`src/rtl/rvm_mem_sequencer.sv`:
```
// rtl/rvm_mem_sequencer.sv - single-request memory access sequencer with alignment checks and stall timeout
// Ports:
//   clk, resetn                 clock, asynchronous active-low reset
//   req_valid/req_ready         request handshake; req_op, req_size, req_signed, req_addr, req_wdata
//   rsp_valid/rsp_ready         response handshake; rsp_rdata (extended data), rsp_err (00 ok, 01 align, 10 bus, 11 timeout)
//   mem_addr, mem_wdata         lane-aligned address and replicated store data
//   mem_c_en, mem_w_en, mem_b_en chip, write and byte-lane enables
//   mem_rdata, mem_error, mem_stall memory read data, bus error, not-yet-complete
module rvm_mem_sequencer #(
  parameter int XLEN           = 32,
  parameter int TIMEOUT_CYCLES = 16
) (
  input  logic              clk,
  input  logic              resetn,
  input  logic              req_valid,
  output logic              req_ready,
  input  logic [1:0]        req_op,
  input  logic [1:0]        req_size,
  input  logic              req_signed,
  input  logic [XLEN-1:0]   req_addr,
  input  logic [XLEN-1:0]   req_wdata,
  output logic              rsp_valid,
  input  logic              rsp_ready,
  output logic [XLEN-1:0]   rsp_rdata,
  output logic [1:0]        rsp_err,
  output logic [XLEN-1:0]   mem_addr,
  output logic [XLEN-1:0]   mem_wdata,
  output logic              mem_c_en,
  output logic              mem_w_en,
  output logic [XLEN/8-1:0] mem_b_en,
  input  logic [XLEN-1:0]   mem_rdata,
  input  logic              mem_error,
  input  logic              mem_stall
);

  localparam int NB = XLEN / 8;
  localparam int OB = $clog2(NB);
  localparam int CW = (TIMEOUT_CYCLES > 2) ? $clog2(TIMEOUT_CYCLES) : 1;
  localparam logic [CW-1:0] LIMIT = CW'((TIMEOUT_CYCLES > 0) ? TIMEOUT_CYCLES - 1 : 0);

  typedef enum logic [1:0] {IDLE, ACCESS, RESP} state_t;

  state_t          state;
  logic            store_q;
  logic [1:0]      size_q;
  logic            signed_q;
  logic [OB-1:0]   off_q;
  logic [CW-1:0]   cnt;

  logic [1:0]      eff_size;
  logic            eff_signed;
  logic            req_bad;
  logic [NB-1:0]   size_mask;
  logic [XLEN-1:0] wrep;
  logic [XLEN-1:0] rd_ext;

  // Fetches are always unsigned word accesses regardless of size/signed inputs.
  assign eff_size   = (req_op == 2'b00) ? 2'b10 : req_size;
  assign eff_signed = (req_op != 2'b00) & req_signed;

  always_comb begin
    req_bad = 1'b0;
    case (eff_size)
      2'b00:   req_bad = 1'b0;
      2'b01:   req_bad = req_addr[0];
      2'b10:   req_bad = |req_addr[1:0];
      default: req_bad = (XLEN == 32) | (|req_addr[2:0]);
    endcase
  end

  always_comb begin
    size_mask = '0;
    case (eff_size)
      2'b00:   size_mask = NB'(8'h01);
      2'b01:   size_mask = NB'(8'h03);
      2'b10:   size_mask = NB'(8'h0F);
      default: size_mask = NB'(8'hFF);
    endcase
  end

  // Replicate the right-justified store datum across every lane so the
  // memory sees it regardless of which byte enables are active.
  always_comb begin
    wrep = '0;
    for (int i = 0; i < NB; i++) begin
      case (eff_size)
        2'b00:   wrep[8*i +: 8] = req_wdata[7:0];
        2'b01:   wrep[8*i +: 8] = req_wdata[8*(i%2) +: 8];
        2'b10:   wrep[8*i +: 8] = req_wdata[8*(i%4) +: 8];
        default: wrep[8*i +: 8] = req_wdata[8*(i%8) +: 8];
      endcase
    end
  end

  function automatic logic [XLEN-1:0] extend_rd(input logic [XLEN-1:0] d,
                                                input logic [1:0]      sz,
                                                input logic            sg);
    int              w;
    logic [XLEN-1:0] keep;
    logic            fill;
    w = 8 << sz;
    if (w > XLEN) w = XLEN;
    keep = (w >= XLEN) ? '1 : ((XLEN'(1) << w) - XLEN'(1));
    fill = sg & (|(d & (XLEN'(1) << (w - 1))));
    return (d & keep) | ({XLEN{fill}} & ~keep);
  endfunction

  assign rd_ext = extend_rd(mem_rdata >> {off_q, 3'b000}, size_q, signed_q);

  always_ff @(posedge clk or negedge resetn) begin
    if (!resetn) begin
      state     <= IDLE;
      req_ready <= 1'b1;
      rsp_valid <= 1'b0;
      rsp_rdata <= '0;
      rsp_err   <= 2'b00;
      mem_addr  <= '0;
      mem_wdata <= '0;
      mem_c_en  <= 1'b0;
      mem_w_en  <= 1'b0;
      mem_b_en  <= '0;
      store_q   <= 1'b0;
      size_q    <= 2'b00;
      signed_q  <= 1'b0;
      off_q     <= '0;
      cnt       <= '0;
    end else begin
      case (state)
        IDLE: begin
          if (req_valid) begin
            req_ready <= 1'b0;
            store_q   <= (req_op == 2'b10);
            size_q    <= eff_size;
            signed_q  <= eff_signed;
            off_q     <= req_addr[OB-1:0];
            if (req_bad) begin
              rsp_valid <= 1'b1;
              rsp_err   <= 2'b01;
              rsp_rdata <= '0;
              state     <= RESP;
            end else begin
              cnt       <= '0;
              mem_c_en  <= 1'b1;
              mem_w_en  <= (req_op == 2'b10);
              mem_addr  <= {req_addr[XLEN-1:OB], {OB{1'b0}}};
              mem_b_en  <= size_mask << req_addr[OB-1:0];
              mem_wdata <= (req_op == 2'b10) ? wrep : '0;
              state     <= ACCESS;
            end
          end
        end
        ACCESS: begin
          // Completion is checked before the timeout so a stall release on
          // the limit cycle still returns the memory result.
          if (!mem_stall) begin
            rsp_valid <= 1'b1;
            rsp_err   <= mem_error ? 2'b10 : 2'b00;
            rsp_rdata <= (mem_error || store_q) ? '0 : rd_ext;
            mem_c_en  <= 1'b0;
            mem_w_en  <= 1'b0;
            mem_b_en  <= '0;
            mem_addr  <= '0;
            mem_wdata <= '0;
            state     <= RESP;
          end else if (TIMEOUT_CYCLES != 0 && cnt == LIMIT) begin
            rsp_valid <= 1'b1;
            rsp_err   <= 2'b11;
            rsp_rdata <= '0;
            mem_c_en  <= 1'b0;
            mem_w_en  <= 1'b0;
            mem_b_en  <= '0;
            mem_addr  <= '0;
            mem_wdata <= '0;
            state     <= RESP;
          end else begin
            cnt <= cnt + 1'b1;
          end
        end
        RESP: begin
          if (rsp_ready) begin
            rsp_valid <= 1'b0;
            rsp_err   <= 2'b00;
            rsp_rdata <= '0;
            req_ready <= 1'b1;
            state     <= IDLE;
          end
        end
        default: state <= IDLE;
      endcase
    end
  end

endmodule
```
`config.mk`:
```
export PLATFORM = sky130hd
export DESIGN_NAME = rvm_mem_sequencer
export DESIGN_NICKNAME = d
export VERILOG_FILES = /design/src/rtl/rvm_mem_sequencer.sv
export SDC_FILE = /design/constraint.sdc
export NUM_CORES = 1
export LEC_CHECK = 0
export ABC_AREA = 1
export ABC_CLOCK_PERIOD_IN_PS = 2300
export CAP_MARGIN = 20
export CORE_ASPECT_RATIO = 0.8
export CORE_MARGIN = 2
export CORE_UTILIZATION = 60
export DETAILED_ROUTE_END_ITERATION = 7
export DONT_BUFFER_PORTS = 1
export GPL_ROUTABILITY_DRIVEN = 0
export PLACE_DENSITY = 0.76
export SLEW_MARGIN = 30
export SYNTH_ARGS = -nofsm -noshare
export SYNTH_HDL_FRONTEND = slang
export SYNTH_SLANG_ARGS = --single-unit
```
`constraint.sdc`:
```
create_clock -name clk -period 2.3 [get_ports clk]
set_input_delay 0.345 -clock clk [delete_from_list [all_inputs] [get_ports clk]]
set_output_delay 0.345 -clock clk [all_outputs]
set_load 0.02 [all_outputs]
```
=== After elaboration in Yosys (flattened, before gate mapping) ===
Index checks and enable logic that the tools add are counted.

* Word-level logic and storage cells: 124
* Bits in registers: 118
* ROM bits: 0
* Bits in writable memories: 0
* Bits in latches: 0
* Input port bits: 107
* Memories: 0

* Muxes and demuxes: 62
* $lt $le $gt $ge: 2
* $add $sub $neg: 3
* Bitwise logic cells: 7
* Div/mod/pow operators: 0
* Shift operators: 5
* Multiply operators: 0
* Equal/unequal tests: 13
* Reduce and logical (&&, ||, !) cells: 17

{| class="wikitable"
|+ Operators with widths
! cell !! count
|-
| 2-to-1 mux 32 bit || 14
|-
| case mux 32 bit (2 select lines) || 2
|-
| AND 32 bit || 3
|-
| case mux 32 bit (3 select lines) || 1
|-
| << shifter 1 x 32 -> 32 bit (first input constant) || 2
|-
| >= comparator 32 x 7 -> 1 bit (second input constant) || 1
|-
| greater-than comparator 32 x 7 -> 1 bit (second input constant) || 1
|-
| 2-to-1 mux 4 bit || 8
|-
| NOT 32 bit || 1
|-
| OR 32 bit || 1
|-
| OR reduction 32 bit || 1
|-
| << shifter 4 x 2 -> 32 bit (first input constant) || 1
|-
| right shift 32 x 5 -> 32 bit || 1
|-
| subtractor 32 x 1 -> 32 bit (second input constant) || 1
|-
| subtractor 32 x 2 -> 32 bit (second input constant) || 1
|-
| case mux 4 bit (2 select lines) || 3
|-
| 2-to-1 mux 2 bit || 11
|-
| 2-to-1 mux 8 bit || 2
|-
| case mux 8 bit (2 select lines) || 1
|-
| 2-to-1 mux 1 bit || 13
|-
| != test 2 bit (second input constant) || 6
|-
| case mux 2 bit (3 select lines) || 2
|-
| AND reduction 5 bit || 2
|-
| equality test 2 bit (second input constant) || 3
|-
| 16 further kinds || 27
|}

=== Longest topological paths before layout ===
Gate-level depths: netlist (run 1).

* Depth in word-level cells: 13
* Gate-level depth with buffers: 14
* Depth with buffers taken out: 14

=== Worst setup path before layout (run 1) ===
Ideal clock, no wire load.

* Kind: reg2reg
* From: register size_q[1]
* To: register rsp_rdata[0]
* Arrival time: 1.683 ns
* Path buffers: 0
* Required time: 2.183 ns
* Period minus slack after synthesis: 1.801 ns
* Setup slack: 0.499 ns
* Cell stages (with the launch flop): 14
* Path through: dfrtp_1 nor2_1 inv_1 ha_1 inv_1 nand2_1 nand3_1 nor2_1 nor2_1 nand2_1 nand2_1 nand2_1 nand2_1 nand2_1

* Word-level cells in the longest chain between the ends: 13

{| class="wikitable"
|+ RTL lines
! what !! RTL line !! text
|-
| from (decl) || 45 || <nowiki>logic [1:0] size_q;</nowiki>
|-
| from (signal assigned) || 133 || <nowiki>size_q <= eff_size;</nowiki>
|-
| << shifter 4 x 2 -> 32 bit * || 101 || <nowiki>w = 8 << sz;</nowiki>
|-
| greater-than comparator 32 x 7 -> 1 bit || 102 || <nowiki>if (w > XLEN) w = XLEN;</nowiki>
|-
| 2-to-1 mux 32 bit * || 102 ||
|-
| subtractor 32 x 2 -> 32 bit || 104 || <nowiki>fill = sg & (|(d & (XLEN'(1) << (w - 1))));</nowiki>
|-
| << shifter 1 x 32 -> 32 bit || 104 ||
|-
| AND 32 bit || 104 ||
|-
| OR reduction 32 bit || 104 ||
|-
| AND 1 bit || 104 ||
|-
| AND 32 bit || 105 || <nowiki>return (d & keep) | ({XLEN{fill}} & ~keep);</nowiki>
|-
| OR 32 bit * || 105 ||
|-
| 2-to-1 mux 32 bit * || 158 || <nowiki>rsp_rdata <= (mem_error || store_q) ? '0 : rd_ext;</nowiki>
|-
| 2-to-1 mux 32 bit * || 155 || <nowiki>if (!mem_stall) begin</nowiki>
|-
| case mux 32 bit (3 select lines) * || 128 || <nowiki>case (state)</nowiki>
|-
| to (signal assigned) || 158 ||
|-
| to (decl) || 24 || <nowiki>output logic [XLEN-1:0] rsp_rdata,</nowiki>
|}

Mark *: on every way between the ends. The rest lies on a longest branch, timed or not.
A chain may end at the register's enable or synchronous reset.

=== Worst setup path after layout (run 1) ===
* From: register size_q[0]
* To: register rsp_rdata[8]

Same word-level chain as after synthesis.

==> results.py, run 1 <==
metrics = {
    "run_status": {
        "status": "finished with violations",
        "violations": "negative hold slack",
    },
    "synth": {
        "yosys_warnings": 0,
        "synth.distinct_cells": 33,
        "ys_seq_area_frac": 0.4924,
        "synth_seq_cells": 116,
        "syn_inst": 803,
        "avgSynthCellArea_um2": 7.345,
        "netlist_area_um2": 5898,
    },
    "sta": {
        "maxSlewViolCount": 0,
        "worst_slew_pin_slew_ps": 725.8,
        "fin_skew_ps": 11.94,
        "holdWs_ps": -368.5,
        "tns_ps": 0,
        "fin_crit_sh": 0.9170,
        "max-slew-margin-rel": 0.5143,
        "period_minus_slack_ps": 2109,
        "setup_slack_ps": 190.8,
        "setup_viol": 0,
        "fmax_mhz": 474.1,
        "hold_viol": 116,
        "rsz0062_at_grt": "true",
    },
    "critical_path": {
        "cp_cell_sequence": "nor2_1 > inv_1 > ha_1 > inv_1 > nand2_1 > nand3_1 > nor2_1 > nor2_1 > nand2_1 > nand2_1 > nand2_1 > nand2_1 > nand2_1",
        "crit_arrival_ps": 2390,
        "cp_max_fo": 8,
        "cp-end-kind": "register",
        "ff2ff_setup_slack_ps": 190,
        "reg2reg_to": "rsp_rdata[8]",
        "critPathLaunchType": "register",
        "cp.required_ps": 2580,
        "reg2regPathDepth": 13,
        "timing.rr.start": "size_q[0]",
        "worstSetupPathType": "reg -> reg",
        "critPathSlowestCell": "dfrtp_1",
        "critPathMostFrequentCell": "nand2_1",
        "slowest_delay_ps": 380,
    },
    "global_routing": {
        "grt_pass1_wl_um": 24290,
        "grt_max_degree": 117,
        "antenna_found_initial": 0,
        "grt_usage": 0.2886,
        "first_global_vias": 4895,
        "grt_overflow": 0,
    },
    "route": {
        "first_pass_iters": 5,
        "wl_per_cell_um": 16.61,
        "vias_per_cell": 5.584,
        "vias": 5182,
        "drc": 0,
        "wl_um": 15420,
        "drt_iter0_drc": 510,
        "antenna_left": 0,
    },
    "cts": {
        "clk_latency_ps": 400,
        "cts_buffer_depth": 2,
        "cts_setup_buffers": 0,
        "clock_sinks": 116,
        "cts_made_buffers": 17,
        "root_buffer": "clkbuf_16",
        "clkTransAtPathRegs_ps": 60,
        "htreeDepth": 4,
        "cts_tree": "yes",
    },
    "cells_and_area": {
        "insertedDiodeCount": 0,
        "area_growth_pct": 11.09,
        "nFillCells": 819,
        "multi_input_area_um2": 2575,
        "drive_above_1_share": 0.08282,
        "finalNetCount": 907,
        "regArea_um2": 2904,
    },
    "run": {
        "cap_violations": 0,
    },
    "place": {
        "portBuffers": 0,
        "place_ws_ps": 274.6,
        "hpwl_um": 10890,
    },
    "power_and_ir_drop": {
        "leakagePower_nw": 3.620,
        "ir_worst_vdd_v": 0.0006053,
        "power_mw": 9.359,
        "power.density_nw_per_um2": 1428,
    },
    "floorplanning": {
        "dieArea_um2": 10640,
        "dieHeight_um": 92.68,
        "io_pins": 213,
        "initial_utilization": 0.6138,
        "rows": 32,
        "die_w_um": 114.9,
        "core_area_um2": 9609,
    },
    "hold_path": {
        "hold_class": "in -> async",
    },
}
through the flow:
stage               instance area, µm²  std cells  utilization
floorplan                         5902        804            -
global placement                  5938        896       0.6180
detailed placement                5938        896       0.6180
CTS                               6553        928       0.6819
global route                      6553        928       0.6819
finish                            6553        928       0.6819
registers in the layout (all words and copies together), names as in the netlist, 2 cells and up:
register / cells
rsp_err: 2
rsp_rdata: 32
cnt: 4
state: 2
mem_b_en: 4
off_q: 2
mem_wdata: 32
size_q: 2
mem_addr: 30
synth_stat cells:
master	n	area, µm²
a21oi_1	35	175.2
nand4_1	1	6.260
clkinv_1	1	3.750
o21ai_2	1	8.760
a22o_1	1	8.760
o21ai_0	49	245.2
o211ai_1	5	37.54
or2_2	1	6.260
buf_6	7	78.83
nand3_2	2	20.02
clkbuf_1	11	41.29
nor3_1	1	5.000
xor2_1	1	8.760
dfstp_2	1	26.28
inv_2	6	22.52
nand3_4	1	17.52
nor3b_1	1	7.510
nand3_1	37	185.2
nand2_1	396	1486
o211ai_2	1	12.51
buf_4	2	15.01
nor2_1	37	138.9
dfrtp_1	115	2878
conb_1	1	3.750
nor3_4	2	32.53
nor2_2	2	12.51
nand2_2	4	25.02
buf_1	2	7.510
buf_2	17	85.08
ha_1	4	50.05
o21ai_1	11	55.05
nor2_4	2	22.52
inv_1	45	168.9
routing by layer:
layer | up-vias | global-route usage | wire length [µm]
met5 | - | 0 | 0
met4 | 0 | 0.07932 | 234
met3 | 26 | 0.1054 | 1683
met2 | 250 | 0.4583 | 7272
met1 | 2416 | 0.3746 | 6228
li1 | 2490 | - | -
area by class of cell:
| cell class | instances | share of cell area |
|---|---|---|
| clock buffers | 18 | 0.06702 |
| well taps | 119 | 0.02272 |
| clock inverters | 14 | 0.02673 |
| multi-input cells | 597 | 0.3930 |
| flip-flops and latches | 116 | 0.4432 |
| repair buffers | 12 | 0.01757 |
| inverters | 52 | 0.02979 |
worst max-delay path, delay by kind of cell (launching register included):
family | cells | cell delay, ps
simple gates | 10 | 1180
flops | 1 | 380
fa+ha+maj | 1 | 230
buf+inv | 2 | 200
cells in the final DEF (no fill, tap or decap), types with 2 or more instances in the layout:
cell	netlist	final
nor2_1	37	37
dfrtp_1	115	115
nor2_4	2	2
clkinv_4	0	2
conb_1	1	2
buf_4	2	10
clkinv_2	0	2
inv_6	0	4
o211ai_1	5	5
nor3_4	2	2
nand2_1	396	396
buf_12	0	2
nor2_2	2	2
ha_1	4	4
nand2_2	4	4
a21oi_1	35	35
nand3_1	37	37
bufinv_16	0	3
inv_2	6	6
inv_1	45	45
clkinvlp_4	0	3
nand3_2	2	2
o21ai_1	11	11
o21ai_0	49	49
clkbuf_16	0	17
power breakdown:
part / switching [mW] / internal [mW] / total, mW / leakage (nW)
logic: 2.00 / 0.895 / 2.90 / 1.77
registers: 1.10 / 2.63 / 3.73 / 1.56
clock network: 0.986 / 1.74 / 2.73 / 0.294
total: 4.09 / 5.27 / 9.36 / 3.62
cell families after synthesis:
family          count (synthesis)  share of synthesized area
xor+xnor                        1                   0.001485
compound gates                103                    0.09207
other cells                     1                  0.0006358
fa+ha+maj                       4                   0.008486
flops                         116                     0.4924
simple gates                  487                     0.3333
buf+inv                        91                    0.07170
worst max-delay path by stage:
stage,start,to,depth (start not counted)
after floorplan,size_q[1],rsp_rdata[0],13
after global placement,size_q[1],rsp_rdata[2],13
after detailed placement,size_q[0],rsp_rdata[8],13
after CTS,size_q[0],rsp_rdata[8],13
after global routing,size_q[0],rsp_rdata[9],14
final,size_q[0],rsp_rdata[8],13
repair_timing:
action / 4_1_cts / 5_1_grt
endpoints found under the setup margin: 0 / 6
endpoints found under the hold margin: 116 / 116
gates resized for setup: 0 / 0
No activity file was read; power rests on OpenSTA's default activity.
==> run 2, diff against run 1 <==
--- a/config.mk
+++ b/config.mk
@@ -8,13 +8,13 @@
 export ABC_AREA = 1
 export ABC_CLOCK_PERIOD_IN_PS = 2300
 export CAP_MARGIN = 20
-export CORE_ASPECT_RATIO = 0.8
+export CORE_ASPECT_RATIO = 1.1
 export CORE_MARGIN = 2
 export CORE_UTILIZATION = 60
 export DETAILED_ROUTE_END_ITERATION = 7
 export DONT_BUFFER_PORTS = 1
 export GPL_ROUTABILITY_DRIVEN = 0
-export PLACE_DENSITY = 0.76
+export PLACE_DENSITY = 0.74
 export SLEW_MARGIN = 30
 export SYNTH_ARGS = -nofsm -noshare
 export SYNTH_HDL_FRONTEND = slang
==> run 2 against run 1 <==
Against the previous run:
- the flow still finishes with violations (negative hold slack)
- design area grew 6.2%
- sequential cell count is the same
- critical path depth stayed put
- via count increased by 4.8%
- clock skew about the same
- register-to-register slack got worse by 30 ps
- first-iteration DRC count fell by 26%
==> results.py, run 2 (synthesized netlist as in run 1, its figures left out) <==
metrics = {
    "run_status": {
        "status": "finished with violations",
        "violations": "negative hold slack",
    },
    "floorplanning": {
        "dieHeight_um": 108.0,
        "dieArea_um2": 10640,
        "core_area_um2": 9444,
        "die_w_um": 98.54,
        "initial_utilization": 0.6245,
        "rows": 37,
        "io_pins": 213,
    },
    "place": {
        "portBuffers": 0,
        "hpwl_um": 11060,
        "dpl_cell_area_um2": 5943,
    },
    "power_and_ir_drop": {
        "p_comb_frac": 0.318,
        "ir_worst_vdd_v": 0.0008343,
        "internal_power_mw": 5.314,
        "leakagePower_nw": 3.794,
        "power.switching_mw": 4.142,
        "switching_share": 0.4380,
        "power.density_nw_per_um2": 1359,
        "power_mw": 9.456,
        "pwr-share-seq": 0.396,
        "clkPwrFrac": 0.285,
    },
    "global_routing": {
        "first_global_vias": 5466,
        "grt_max_degree": 117,
        "grt_usage": 0.3106,
        "antenna_found_initial": 0,
        "grt_overflow": 0,
        "grt_pass1_wl_um": 26110,
    },
    "critical_path": {
        "cp_cell_sequence": "nor2_1 > inv_1 > ha_1 > inv_1 > nand2_1 > nand3_1 > nor2_1 > nor2_1 > nand2_1 > nand2_1 > nand2_1 > nand2_1 > nand2_1",
        "critPathLaunchType": "register",
        "cp-end-kind": "register",
        "crit_arrival_ps": 2530,
        "ff2ff_setup_slack_ps": 160,
        "cp.required_ps": 2690,
        "worstSetupPathType": "reg -> reg",
        "cp_max_fo": 10,
        "critPathSlowestCell": "dfrtp_1",
        "slowest_delay_ps": 440,
        "critPathBufInv": 2,
        "critPathMostFrequentCell": "nand2_1",
        "reg2reg_to": "rsp_rdata[27]",
        "timing.rr.start": "size_q[1]",
        "reg2regPathDepth": 13,
        "crit_family": "simple AND/OR/NAND/NOR gates",
    },
    "cells_and_area": {
        "insertedDiodeCount": 0,
        "nFillCells": 723,
        "finalNetCount": 948,
        "layout_common_cells": "nand2_1 (395), dfrtp_1 (115), o21ai_0 (49), inv_1 (45), dlygate4sd3_1 (40)",
        "area_growth_pct": 17.99,
        "regArea_um2": 2904,
        "final_common_cell": "nand2_1",
        "drive_above_1_share": 0.08118,
        "fin_util": 0.7369,
        "largestRegisters": "mem_wdata: 32 flops, rsp_rdata: 32 flops, mem_addr: 30 flops",
        "final_cell_area_um2": 6959,
        "multi_input_area_um2": 2577,
    },
    "sta": {
        "hold_viol": 116,
        "fin_crit_sh": 0.9283,
        "period_minus_slack_ps": 2135,
        "fin_skew_ps": 11.89,
        "setup_viol": 0,
        "rsz0062_at_grt": "true",
        "fmax_mhz": 468.4,
        "worst_slew_pin_slew_ps": 771.7,
        "maxSlewViolCount": 0,
        "holdWs_ps": -472.2,
        "max-slew-margin-rel": 0.4836,
    },
    "cts": {
        "clk_latency_ps": 510,
        "root_buffer": "clkbuf_8",
        "cts_buffer_depth": 2,
        "clock_sinks": 116,
        "htreeDepth": 4,
        "clkTransAtPathRegs_ps": 60,
        "cts_setup_buffers": 0,
        "cts_tree": "yes",
        "cts_made_buffers": 17,
        "hold_buffers": 40,
    },
    "route": {
        "first_pass_iters": 5,
        "wl_per_cell_um": 16.88,
        "vias": 5429,
        "wl_um": 16320,
        "vias_per_cell": 5.614,
        "antenna_left": 0,
        "drc": 0,
        "drt_iter0_drc": 376,
    },
    "hold_path": {
        "hold_class": "in -> async",
    },
    "run": {
        "cap_violations": 0,
    },
}
-- run 2: changes by cell type in the layout (fill, tap and decap cells not counted) --
cell,delta
buf_4,+1
clkinv_2,-1
nand2_2,+1
nand2_1,-1
dlygate4sd3_1,+40
clkbuf_16,-1
clkinv_4,+1
clkbuf_8,+2
clkinvlp_4,-1
-- run 2: final cells by class --
class,count,area share
Multi-Input combinational cell,597,0.3704
Tap cell,117,0.02104
Inverter,52,0.02805
Clock inverter,13,0.02463
Clock buffer,19,0.06347
Timing Repair Buffer,53,0.07515
Sequential cell,116,0.4173
-- run 2: layer usage --
layer	wire length [µm]	global-route usage	share of wire	vias up
li1	-	-	-	2581
met1	5924	0.3417	0.36	2526
met2	8393	0.5462	0.51	284
met3	1566	0.1215	0.096	38
met4	436	0.1155	0.027	0
met5	0	0	0	-
-- run 2: worst max-delay path by stage --
| stage | start | end | slack [ps] | cells past startpoint |
|---|---|---|---|---|
| floorplan | size_q[1] | rsp_rdata[0] | 500 | 13 |
| global placement | size_q[1] | rsp_rdata[0] | 330 | 13 |
| detailed placement | size_q[1] | rsp_rdata[1] | 190 | 13 |
| CTS | size_q[1] | rsp_rdata[1] | 180 | 13 |
| global route | size_q[1] | rsp_rdata[29] | -50 | 13 |
| finish | size_q[1] | rsp_rdata[27] | 160 | 13 |
-- run 2: power by group through the flow --
stage	logic [mW]	registers [mW]	clock network, mW
after floorplan	2.36	3.58	0
after global routing	3.43	3.81	2.83
final	3.01	3.75	2.70
after CTS	2.97	3.74	2.73
after global placement	2.79	3.76	0
after detailed placement	2.90	3.76	0
-- run 2: through the flow --
stage | cells | TNS, ps | hold WS, ps | setup WS (ps)
after detailed placement | 895 | 0 | 51.92 | 194.2
after global routing | 967 | -453.0 | -505.1 | -50.68
after CTS | 967 | 0 | -499.6 | 180.6
final | 967 | 0 | -472.2 | 164.9
after global placement | 895 | 0 | 52.45 | 333.9
after floorplan | 804 | 0 | 49.41 | 499.4
-- run 2: timing repair --
item                                    CTS  global route
resized for setup                         0             1
endpoints found under the setup margin    0            19
hold endpoints to repair                157           116
==> run 3, diff against run 2 <==
--- a/config.mk
+++ b/config.mk
@@ -14,7 +14,7 @@
 export DETAILED_ROUTE_END_ITERATION = 7
 export DONT_BUFFER_PORTS = 1
 export GPL_ROUTABILITY_DRIVEN = 0
-export PLACE_DENSITY = 0.74
+export PLACE_DENSITY = 0.79
 export SLEW_MARGIN = 30
 export SYNTH_ARGS = -nofsm -noshare
 export SYNTH_HDL_FRONTEND = slang
==> run 3 against run 2 <==
Against the previous run:
- the flow still finishes with violations (negative hold slack)
- wire length grew 1.6%
- sequential share of layout area is 0.32 points higher
- worst setup slack got worse by 7.9 ps
- hold slack better by 4.6 ps
- cell count decreased by 0.31%
- power down 1.5%
- core utilization down 0.56 points
- global-route usage is 0.44 points higher
- critical path type unchanged
- largest cell class unchanged
==> results.py, run 3 (synthesized netlist as in run 1, its figures left out) <==
metrics = {
    "place": {
        "dpl_cell_area_um2": 5928,
        "portBuffers": 0,
        "hpwl_um": 11000,
    },
    "global_routing": {
        "grt_overflow": 0,
        "antenna_found_initial": 0,
        "first_global_vias": 5602,
        "grt_max_degree": 117,
        "grt_usage": 0.3150,
        "grt_pass1_wl_um": 26450,
    },
    "critical_path": {
        "worstSetupPathType": "reg -> reg",
        "reg2regPathDepth": 14,
        "critPathSlowestCell": "dfrtp_1",
        "cp-end-kind": "register",
        "critPathLaunchType": "register",
        "crit_arrival_ps": 2530,
        "slowest_delay_ps": 390,
        "cp.required_ps": 2690,
        "critPathMostFrequentCell": "nand2_1",
        "ff2ff_setup_slack_ps": 160,
        "cp_cell_sequence": "buf_4 > nor2_1 > inv_1 > ha_1 > inv_1 > nand2_1 > nand3_1 > nor2_1 > nor2_1 > nand2_1 > nand2_2 > nand2_2 > nand2_1 > nand2_1",
        "cp_max_fo": 14,
    },
    "cts": {
        "clkTransAtPathRegs_ps": 60,
        "htreeDepth": 4,
        "clk_latency_ps": 510,
        "cts_made_buffers": 17,
        "cts_buffer_depth": 2,
        "root_buffer": "clkbuf_8",
        "hold_buffers": 40,
        "cts_setup_buffers": 0,
        "clock_sinks": 116,
        "cts_tree": "yes",
    },
    "floorplanning": {
        "dieArea_um2": 10640,
        "rows": 37,
        "die_w_um": 98.54,
        "core_area_um2": 9444,
        "dieHeight_um": 108.0,
        "io_pins": 213,
        "initial_utilization": 0.6245,
    },
    "sta": {
        "maxSlewViolCount": 0,
        "holdWs_ps": -467.6,
        "rsz0062_at_grt": "false",
        "setup_viol": 0,
        "hold_viol": 116,
        "fin_crit_sh": 0.9317,
        "fmax_mhz": 466.6,
        "max-slew-margin-rel": 0.4520,
        "fin_skew_ps": 8.166,
        "period_minus_slack_ps": 2143,
        "worst_slew_pin_slew_ps": 818.9,
        "tns_ps": 0,
    },
    "route": {
        "wl_per_cell_um": 17.20,
        "antenna_left": 0,
        "drt_iter0_drc": 324,
        "first_pass_iters": 6,
        "vias_per_cell": 5.697,
        "wl_um": 16580,
        "vias": 5492,
        "drc": 0,
    },
    "cells_and_area": {
        "drive_above_1_share": 0.08264,
        "largestRegisters": "mem_wdata: 32 flops, rsp_rdata: 32 flops, mem_addr: 30 flops",
        "finalNetCount": 946,
        "layout_common_cells": "nand2_1 (391), dfrtp_1 (115), o21ai_0 (49), inv_1 (45), dlygate4sd3_1 (40)",
        "final_cell_area_um2": 6907,
        "insertedDiodeCount": 0,
        "final_common_cell": "nand2_1",
        "area_growth_pct": 17.10,
    },
    "power_and_ir_drop": {
        "leakagePower_nw": 3.756,
        "power.density_nw_per_um2": 1348,
        "ir_worst_vdd_v": 0.0007838,
    },
    "hold_path": {
        "hold_class": "in -> async",
    },
    "run_status": {
        "status": "finished with violations",
        "violations": "negative hold slack",
    },
    "run": {
        "cap_violations": 0,
    },
}
[run 3: power breakdown]
| group | switching [mW] | total (mW) | internal, mW |
|---|---|---|---|
| logic | 2.12 | 3.07 | 0.953 |
| registers | 1.12 | 3.75 | 2.63 |
| clock network | 0.930 | 2.49 | 1.56 |
| total | 4.17 | 9.31 | 5.14 |
[run 3: layout make-up]
cell class | count | area (µm²)
timing repair buffer | 51 | 508.0
tap | 117 | 146.4
inverter | 52 | 195.2
clock inverter | 12 | 131.4
sequential | 116 | 2904
clock buffer | 19 | 431.7
multi-input combinational | 597 | 2590
fill | 735 | 2537
[run 3: final timing paths]
| check | start | to |
|---|---|---|
| max reg2reg | size_q[1] | rsp_rdata[11] |
| min in group clk | req_wdata[3] | mem_wdata[3] |
| max in group asynchronous | resetn | req_ready |
| min | resetn | cnt[0] |
| min reg2reg | cnt[1] | cnt[1] |
| max | size_q[1] | rsp_rdata[11] |
[run 3: worst max-delay path: cells and delay by family (launching register included)]
kind,cells,cell delay (ps)
AND/OR/NAND/NOR,10,1020
buffers and inverters,3,390
flip-flops,1,390
adder cells (fa/ha/maj),1,210
[run 3: per-stage QoR]
| stage | hold WS [ps] | setup slack [ps] | cells | util | total power [mW] |
|---|---|---|---|---|---|
| 2_1_floorplan | 49.41 | 499.4 | 804 | - | 5.940 |
| 3_3_place_gp | 53.16 | 331.1 | 893 | 0.6277 | 6.492 |
| 3_5_place_dp | 52.65 | 161.7 | 893 | 0.6277 | 6.643 |
| 4_1_cts | -492.2 | 127.4 | 964 | 0.7297 | 9.216 |
| 5_1_grt | -491.1 | 9.162 | 964 | 0.7313 | 9.862 |
| 6_report | -467.6 | 157.0 | 964 | 0.7313 | 9.312 |
[run 3: timing repair]
item	CTS	global route
gates resized for setup	0	6
setup endpoints to repair	0	32
endpoints found under the hold margin	156	116
[run 3: routing by layer]
| metal | vias to the layer above | part of all wire | wire (µm) | track usage |
|---|---|---|---|---|
| li1 | 2570 | - | - | - |
| met1 | 2556 | 0.36 | 5941 | 0.3495 |
| met2 | 300 | 0.50 | 8332 | 0.5442 |
| met3 | 66 | 0.094 | 1563 | 0.09502 |
| met4 | 0 | 0.045 | 745 | 0.1722 |
| met5 | - | 0 | 0 | 0 |
